==> src/rtl/uart_tx_buffer_if.sv <==
// rtl/uart_tx_buffer_if.sv - host write, baud tick and serial-line signal bundle for uart_tx_buffer
interface uart_tx_buffer_if #(
  parameter int BITWIDTH = 8,
  parameter int DEPTH    = 4
);
  logic                   wr;
  logic [BITWIDTH-1:0]    data_in;
  logic                   baud_tick;
  logic                   txd;
  logic                   full;
  logic                   empty;
  logic                   busy;
  logic [$clog2(DEPTH):0] count;
  logic                   ovr;

  modport master (output wr, data_in, baud_tick, input txd, full, empty, busy, count, ovr);
  modport slave  (input wr, data_in, baud_tick, output txd, full, empty, busy, count, ovr);
endinterface

==> src/rtl/uart_tx_buffer.sv <==
// rtl/uart_tx_buffer.sv - byte FIFO drained by a baud-tick-paced start/data/stop serializer
module uart_tx_buffer #(
  parameter int BITWIDTH = 8,
  parameter int DEPTH    = 4
) (
  input  logic              clk,
  input  logic              rst,
  uart_tx_buffer_if.slave   bus
);
  localparam int AW = $clog2(DEPTH);
  localparam int CW = AW + 1;
  localparam int BW = $clog2(BITWIDTH) + 1;

  typedef enum logic [1:0] {IDLE, START, DATA, STOP} state_t;

  state_t              state_q, state_d;
  logic [AW-1:0]       wr_ptr_q, wr_ptr_d;
  logic [AW-1:0]       rd_ptr_q, rd_ptr_d;
  logic [CW-1:0]       count_q, count_d;
  logic [BW-1:0]       bit_cnt_q, bit_cnt_d;
  logic [BITWIDTH-1:0] shift_q, shift_d;
  logic                txd_q, txd_d;
  logic                ovr_q, ovr_d;
  logic [BITWIDTH-1:0] mem [DEPTH];

  logic full, empty, push, pop;

  // Flags come from the pre-edge count, so a pop cannot make room for a write on the same edge.
  assign full  = (count_q == CW'(DEPTH));
  assign empty = (count_q == '0);
  assign push  = bus.wr && !full;
  assign pop   = bus.baud_tick && !empty && ((state_q == IDLE) || (state_q == STOP));

  always_comb begin
    state_d   = state_q;
    bit_cnt_d = bit_cnt_q;
    shift_d   = shift_q;
    txd_d     = txd_q;
    wr_ptr_d  = push ? wr_ptr_q + AW'(1) : wr_ptr_q;
    rd_ptr_d  = pop  ? rd_ptr_q + AW'(1) : rd_ptr_q;
    ovr_d     = ovr_q | (bus.wr & full);

    unique case ({push, pop})
      2'b10:   count_d = count_q + CW'(1);
      2'b01:   count_d = count_q - CW'(1);
      default: count_d = count_q;
    endcase

    // txd_d is the line level of the state being entered, so TxD moves only on tick edges.
    if (bus.baud_tick) begin
      unique case (state_q)
        IDLE: begin
          if (!empty) begin
            state_d = START;
            shift_d = mem[rd_ptr_q];
            txd_d   = 1'b0;
          end
        end
        START: begin
          state_d   = DATA;
          bit_cnt_d = '0;
          txd_d     = shift_q[0];
        end
        DATA: begin
          shift_d   = shift_q >> 1;
          bit_cnt_d = bit_cnt_q + BW'(1);
          if (bit_cnt_q == BW'(BITWIDTH - 1)) begin
            state_d = STOP;
            txd_d   = 1'b1;
          end else begin
            txd_d = shift_d[0];
          end
        end
        STOP: begin
          if (!empty) begin
            state_d = START;
            shift_d = mem[rd_ptr_q];
            txd_d   = 1'b0;
          end else begin
            state_d = IDLE;
            txd_d   = 1'b1;
          end
        end
        default: begin
          state_d = IDLE;
          txd_d   = 1'b1;
        end
      endcase
    end
  end

  always_ff @(posedge clk or posedge rst) begin
    if (rst) begin
      state_q   <= IDLE;
      wr_ptr_q  <= '0;
      rd_ptr_q  <= '0;
      count_q   <= '0;
      bit_cnt_q <= '0;
      shift_q   <= '0;
      txd_q     <= 1'b1;
      ovr_q     <= 1'b0;
    end else begin
      state_q   <= state_d;
      wr_ptr_q  <= wr_ptr_d;
      rd_ptr_q  <= rd_ptr_d;
      count_q   <= count_d;
      bit_cnt_q <= bit_cnt_d;
      shift_q   <= shift_d;
      txd_q     <= txd_d;
      ovr_q     <= ovr_d;
    end
  end

  // Storage needs no reset: stale entries are unreachable once the pointers clear.
  always_ff @(posedge clk) begin
    if (push) begin
      mem[wr_ptr_q] <= bus.data_in;
    end
  end

  assign bus.txd   = txd_q;
  assign bus.full  = full;
  assign bus.empty = empty;
  assign bus.busy  = (state_q != IDLE);
  assign bus.count = count_q;
  assign bus.ovr   = ovr_q;
endmodule

==> src/flat_wrapper.sv <==
// flat-port wrapper written by rule: the top's interface ports become plain ports
module uart_tx_buffer_flat 
#(
  parameter int BITWIDTH = 8,
  parameter int DEPTH    = 4
)
  (clk, rst, bus_wr, bus_data_in, bus_baud_tick, bus_txd, bus_full, bus_empty, bus_busy, bus_count, bus_ovr);
  uart_tx_buffer_if #(.BITWIDTH(BITWIDTH), .DEPTH(DEPTH)) bus_i ();
  input  logic clk;
  input  logic rst;
  input wire logic [$bits(bus_i.wr)-1:0] bus_wr;
  input wire logic [$bits(bus_i.data_in)-1:0] bus_data_in;
  input wire logic [$bits(bus_i.baud_tick)-1:0] bus_baud_tick;
  output wire logic [$bits(bus_i.txd)-1:0] bus_txd;
  output wire logic [$bits(bus_i.full)-1:0] bus_full;
  output wire logic [$bits(bus_i.empty)-1:0] bus_empty;
  output wire logic [$bits(bus_i.busy)-1:0] bus_busy;
  output wire logic [$bits(bus_i.count)-1:0] bus_count;
  output wire logic [$bits(bus_i.ovr)-1:0] bus_ovr;
  assign bus_i.wr = bus_wr;
  assign bus_i.data_in = bus_data_in;
  assign bus_i.baud_tick = bus_baud_tick;
  assign bus_txd = bus_i.txd;
  assign bus_full = bus_i.full;
  assign bus_empty = bus_i.empty;
  assign bus_busy = bus_i.busy;
  assign bus_count = bus_i.count;
  assign bus_ovr = bus_i.ovr;
  uart_tx_buffer #(.BITWIDTH(BITWIDTH), .DEPTH(DEPTH)) u_core (.clk(clk), .rst(rst), .bus(bus_i));
endmodule
==> config.mk <==
export PLATFORM = sky130hd
export DESIGN_NAME = uart_tx_buffer_flat
export DESIGN_NICKNAME = d
export VERILOG_FILES = /design/src/rtl/uart_tx_buffer_if.sv /design/src/rtl/uart_tx_buffer.sv /design/src/flat_wrapper.sv
export SDC_FILE = /design/constraint.sdc
export NUM_CORES = 1
export LEC_CHECK = 0
export CORE_MARGIN = 2
export CORE_UTILIZATION = 50
export CTS_BUF_LIST = sky130_fd_sc_hd__clkbuf_8
export DETAILED_ROUTE_END_ITERATION = 12
export PLACE_DENSITY = 0.75
export SLEW_MARGIN = 10
export SYNTH_ARGS = -nofsm -noshare
export SYNTH_HDL_FRONTEND = slang
export SYNTH_SLANG_ARGS = --single-unit
==> constraint.sdc <==
create_clock -name clk -period 4 [get_ports clk]
set_clock_uncertainty 0.1 [all_clocks]
set_input_delay 0.8 -clock clk [delete_from_list [all_inputs] [get_ports clk]]
set_output_delay 0.8 -clock clk [all_outputs]
set_load 0.005 [all_outputs]
Word level (Yosys, flattened, before mapping)
Memories as Yosys holds them, arrays and structs flattened.
Index checks and enable logic that the tools add are counted.
Storage, ports and cells
  input bits: 12
  flip-flop bits (word level): 23
  memories: 1
  output and inout bits: 8
  RAM bits: 32
Memories
  u_core.mem: depth 4, bits a word 8, read ports 1, clocked after Yosys merged registers in 0, wr ports 1, line uart_tx_buffer.sv:24  | logic [BITWIDTH-1:0] mem [DEPTH];
Cells by class
  reductions and logical operators: 17
  multiplexer cells: 14
  bitwise operators: 2
  $add $sub $neg: 5
  equal/unequal tests: 10
Operators by type and width (number)
  case mux 8 bit (2 select lines): 1
  2-to-1 mux 8 bit: 1
  case mux 2 bit (4 select lines): 1
  case mux 4 bit (2 select lines): 1
  nonzero test 2 bit: 4
  equality test 2 bit (second input constant): 3
  2-to-1 mux 1 bit: 6
  case mux 3 bit (2 select lines): 1
  AND reduction 3 bit: 2
  adder 2 x 1 -> 2 bit (second input constant): 2
  adder 4 x 1 -> 4 bit (second input constant): 1
  equality test 2 x 1 -> 1 bit (second input constant): 2
  equality test 4 x 3 -> 1 bit (second input constant): 1
  2-to-1 mux 2 bit: 2
  inequality test 2 bit (second input constant): 2
  case mux 1 bit (4 select lines): 1
  AND reduction 2 bit: 2
  adder 3 x 1 -> 3 bit (second input constant): 1
  equality test 3 bit (second input constant): 1
  logical AND 1 bit: 3
  logical NOT 3 bit: 1
  subtractor 3 x 1 -> 3 bit (second input constant): 1
  logical NOT 1 bit: 2
  logical NOT 2 bit: 1
  5 further kinds: 5

Depth between registers and ports, before layout
  depth after elaboration: 6
  depth in mapped cells: 10

Least setup slack after synthesis
Ideal clock, no wire load.
  path type: reg-to-reg
  start: register u_core.state_q[0]
  end: register u_core.count_q[2] (netlist: u_core.bus.count[2])
  arrival time: 2.179 ns
  setup slack: 1.641 ns
  period minus slack after synthesis: 2.359 ns
  required time: 3.821 ns
  stages on the path, launching flop included: 11
  path buffers: 1
  library setup time: 0.079 ns
  cell sequence: dfrtp_1 inv_1 ha_1 buf_2 nor3_2 ha_1 inv_1 fa_1 xor2_1 nor2_1 xor2_1
Between the ends
  cells in the longest elaborated chain, start to end: 5
  elaborated cells between the ends (all ways): 8
  those cells by class: 3 x eq/ne; 1 x mux; 4 x reduce/logical
RTL lines
  start: declaration: line uart_tx_buffer.sv:16  | state_t state_q, state_d;
  start signal: assignment: line uart_tx_buffer.sv:103  | state_q <= state_d;
  equality test 2 bit or logical NOT 2 bit (tied branches): line uart_tx_buffer.sv:32  | assign pop = bus.baud_tick && !empty && ((state_q == IDLE) || (state_q == STOP));
  logical OR 1 bit (*): line uart_tx_buffer.sv:32
  logical AND 1 bit (*): line uart_tx_buffer.sv:32
  named net u_core.pop: line uart_tx_buffer.sv:26  | logic full, empty, push, pop;
  equality test 2 x 1 -> 1 bit or equality test 2 bit (tied branches): line uart_tx_buffer.sv:43  | unique case ({push, pop})
  case mux 3 bit (2 select lines) or nonzero test 2 bit (tied branches)
  end signal: assignment: line uart_tx_buffer.sv:106  | count_q <= count_d;
  end: declaration: line uart_tx_buffer.sv:19  | logic [CW-1:0] count_q, count_d;
The timed path passes the listed nets; every way through them passes the cells marked *.
A chain may end at the register's enable or synchronous reset.

Worst setup path after layout
Same ends and word-level chain as after synthesis.

==> impl_results.md <==
* Outcome: finished clean
* Worst slack, placed at 953 ps
* Yosys top cell area share at 37.9%
* Post-synthesis register bit count at 55
* Remaining DRCs at 0
* Post-CTS Setup Repair Bufs at 0
* First-pass GRT wire length at 7.16 mm
* Slew Limit Fails at 0
* Sequential fraction of the synthesis area at 60.6%
* Total die area at 0.00566 mm2
* ANT cells at 0
* GRT Residual Overflow at 0
* CP Capture Type: flop
* Hold Slack at 370 ps
* Final setup vio count at 0
* Period utilization at 68.7%
* Dpl hpwl at 3.06 mm
* Most common cell in the netlist: edfxtp_1
* Clock Latency Late Sink at 300 ps
* Max Cap Viol at 0
* Crit start category: flop
* Max-slew headroom at 38.8%
* Height of the die at 75.3 um
* Post-synth EDFFs at 32
* CP Class: reg -> reg
* TNS Setup at 0 ps
* GRT Util Overall at 17.4%
* Final Hold Fails at 0
* Min Tclk post-route at 2750 ps
* Total nets after synthesis at 200
* 1st-pass router iterations at 4
* Power Density at 777 mW/mm2
* Initial antenna violation count at 0
* Cells after synthesis at 176
* TritonCTS clock tree: done
* Overall power at 2.26 mW
* Wirelength, routed at 4.33 mm
* Worst stage delay on the critical path at 540 ps
* Distinct cells, synth at 43
* GP Congestion at 0.891
* Inserted Clock Buffers at 5
* Floorplan core area at 0.00482 mm2
* Cell total after placement at 255
* Ports at 20
* Reg clk slew, reported paths at 90 ps
* Initial Util at 52.7%
* Synth top area cells: edfxtp_1 (38%), dfrtp_1 (22%), mux2i_1 (6.3%), ha_1 (5.4%), mux2_4 (4.1%)
* Final setup margin at 1250 ps
* Layout area overhead at 14.4%
* Cts hold-fix bufs at 0
* Peak supply drop at 0.301 mV
* Vias per cell at 5.44
* Post-DRT Antenna Nets at 0
* Post-cts resize count at 0
* Worst-path fanout max at 18
* Leak Pwr at 1.20 nW
* Critical-path top delay cell: ha_1
* # fillers at 388
* DIE WIDTH at 75.3 um
* Arrival time at the worst endpoint at 2880 ps
* Layout cells sized above 1 at 10.7%
* Row count at 25
* Clock Path Buffers at 2
* Slew @ Worst Pin at 917 ps
* Fin nets at 219
* Hold Path Class: reg -> reg
* Initial DRC count at 105
* Detailed-route via count at 1430
* Most frequent cells after synthesis: edfxtp_1 (32), dfrtp_1 (22), mux2i_1 (16)
* WP data required at 4130 ps
* Mapped Area at 0.00254 mm2
* Dominant cell type by area after synthesis: edfxtp_1
* Fmax at 364 MHz
* Largest net degree at the start of global routing at 24
* RSZ-0062 raised after global routing: no
* Share of flip-flops with an asynchronous set or reset at 41.8%
* Root buffer cell: clkbuf_8
* Vias in the first global route at 1510
* # clock sinks at 55
* Crit-path cells: inv_1 -> ha_1 -> nor3_2 -> ha_1 -> inv_1 -> fa_1 -> xor2_1 -> nor2_1 -> xor2_1
* Main flop type after synthesis: edfxtp_1
* # port buffers at 19
* DR WL/cell at 16.5 um
* H-tree levels at 2
* Synth warn at 0
* Avg Cell Area, Syn at 14.4 um2
* Layout Cells excl Fill at 263
## logic make-up after synthesis
group	Yosys count	share of synthesized area [%]
buffers and inverters	19	3.40
AO/OA/AOI/OAI	24	7.74
adder cells (fa/ha/maj)	12	6.21
AND/OR/NAND/NOR	33	7.34
flip-flops	55	60.6
multiplexers	27	12.7
XOR/XNOR	6	2.07
## metal layers
layer | up-vias | GRT usage, % | wire (um)
li1 | 687 | - | -
met1 | 712 | 21.3 | 1890
met2 | 25 | 30.4 | 2270
met3 | 6 | 3.21 | 123
met4 | 0 | 7.41 | 46
met5 | - | 0 | 0
## worst paths after layout
check	start	end	slack, ps	cells past startpoint
max reg2reg	u_core.state_q[0]	u_core.bus.count[2]	1250	9
min reg2reg	u_core.bus.ovr	u_core.bus.ovr	370	1
max	u_core.state_q[0]	u_core.bus.count[2]	1250	9
min	u_core.bus.ovr	u_core.bus.ovr	370	1
min in group asynchronous	rst	u_core.bus.ovr	890	2
max in group asynchronous	rst	u_core.shift_q[2]	2340	2
## registers in the layout, summed over array words and instances, names as in the netlist
signal	count
u_core.shift_q	8
u_core.wr_ptr_q	2
u_core.bus.count	3
u_core.bus.txd	1
u_core.bus.ovr	1
u_core.bit_cnt_q	4
u_core.state_q	2
u_core.mem	32
u_core.rd_ptr_q	2
## through the flow
stage          instance area [um2]  util, %
6_report                      2900     60.3
5_1_grt                       2900     60.3
4_1_cts                       2900     60.3
3_5_place_dp                  2770     57.5
3_3_place_gp                  2770     57.5
2_1_floorplan                 2540        -
## cell type report
| class | count | area, um2 | area share [%] |
|---|---|---|---|
| Sequential cell | 55 | 1540 | 53.0 |
| Multi-Input combinational cell | 102 | 915 | 31.5 |
| Timing Repair Buffer | 19 | 190 | 6.55 |
| Tap cell | 67 | 83.8 | 2.89 |
| Clock buffer | 5 | 68.8 | 2.37 |
| Clock inverter | 3 | 63.8 | 2.20 |
| Inverter | 12 | 45.0 | 1.55 |
## worst max-delay path, delay by kind of cell (launching register included)
kind / cells / cell delay [ps]
adders and majority gates: 3 / 1140
DFF: 1 / 450
buffers and inverters: 2 / 190
and+or+nand+nor: 2 / 480
xor gates and xnor gates: 2 / 310
## layout by cell type, fill, tap and decap left out, drive strengths merged, types with 2 or more instances in the layout
master	Yosys	layout
a21o	3	3
a221o	2	2
and2	5	5
bufinv	0	2
clkbuf	1	5
clkdlybuf4s50	0	19
dfrtp	22	22
edfxtp	32	32
ha	11	11
inv	12	13
mux2	10	10
mux2i	16	16
nand2	12	12
nand3	2	2
nor2	3	3
nor3	2	2
o21ai	5	5
o221ai	7	7
xnor2	2	2
xor2	4	4
## power breakdown
| group | leakage (nW) | internal, mW | switching [mW] |
|---|---|---|---|
| Clock | 0.0695 | 0.247 | 0.170 |
| Sequential | 0.573 | 0.784 | 0.159 |
| Combinational | 0.554 | 0.462 | 0.434 |
Power figures use the tool's default switching activity.
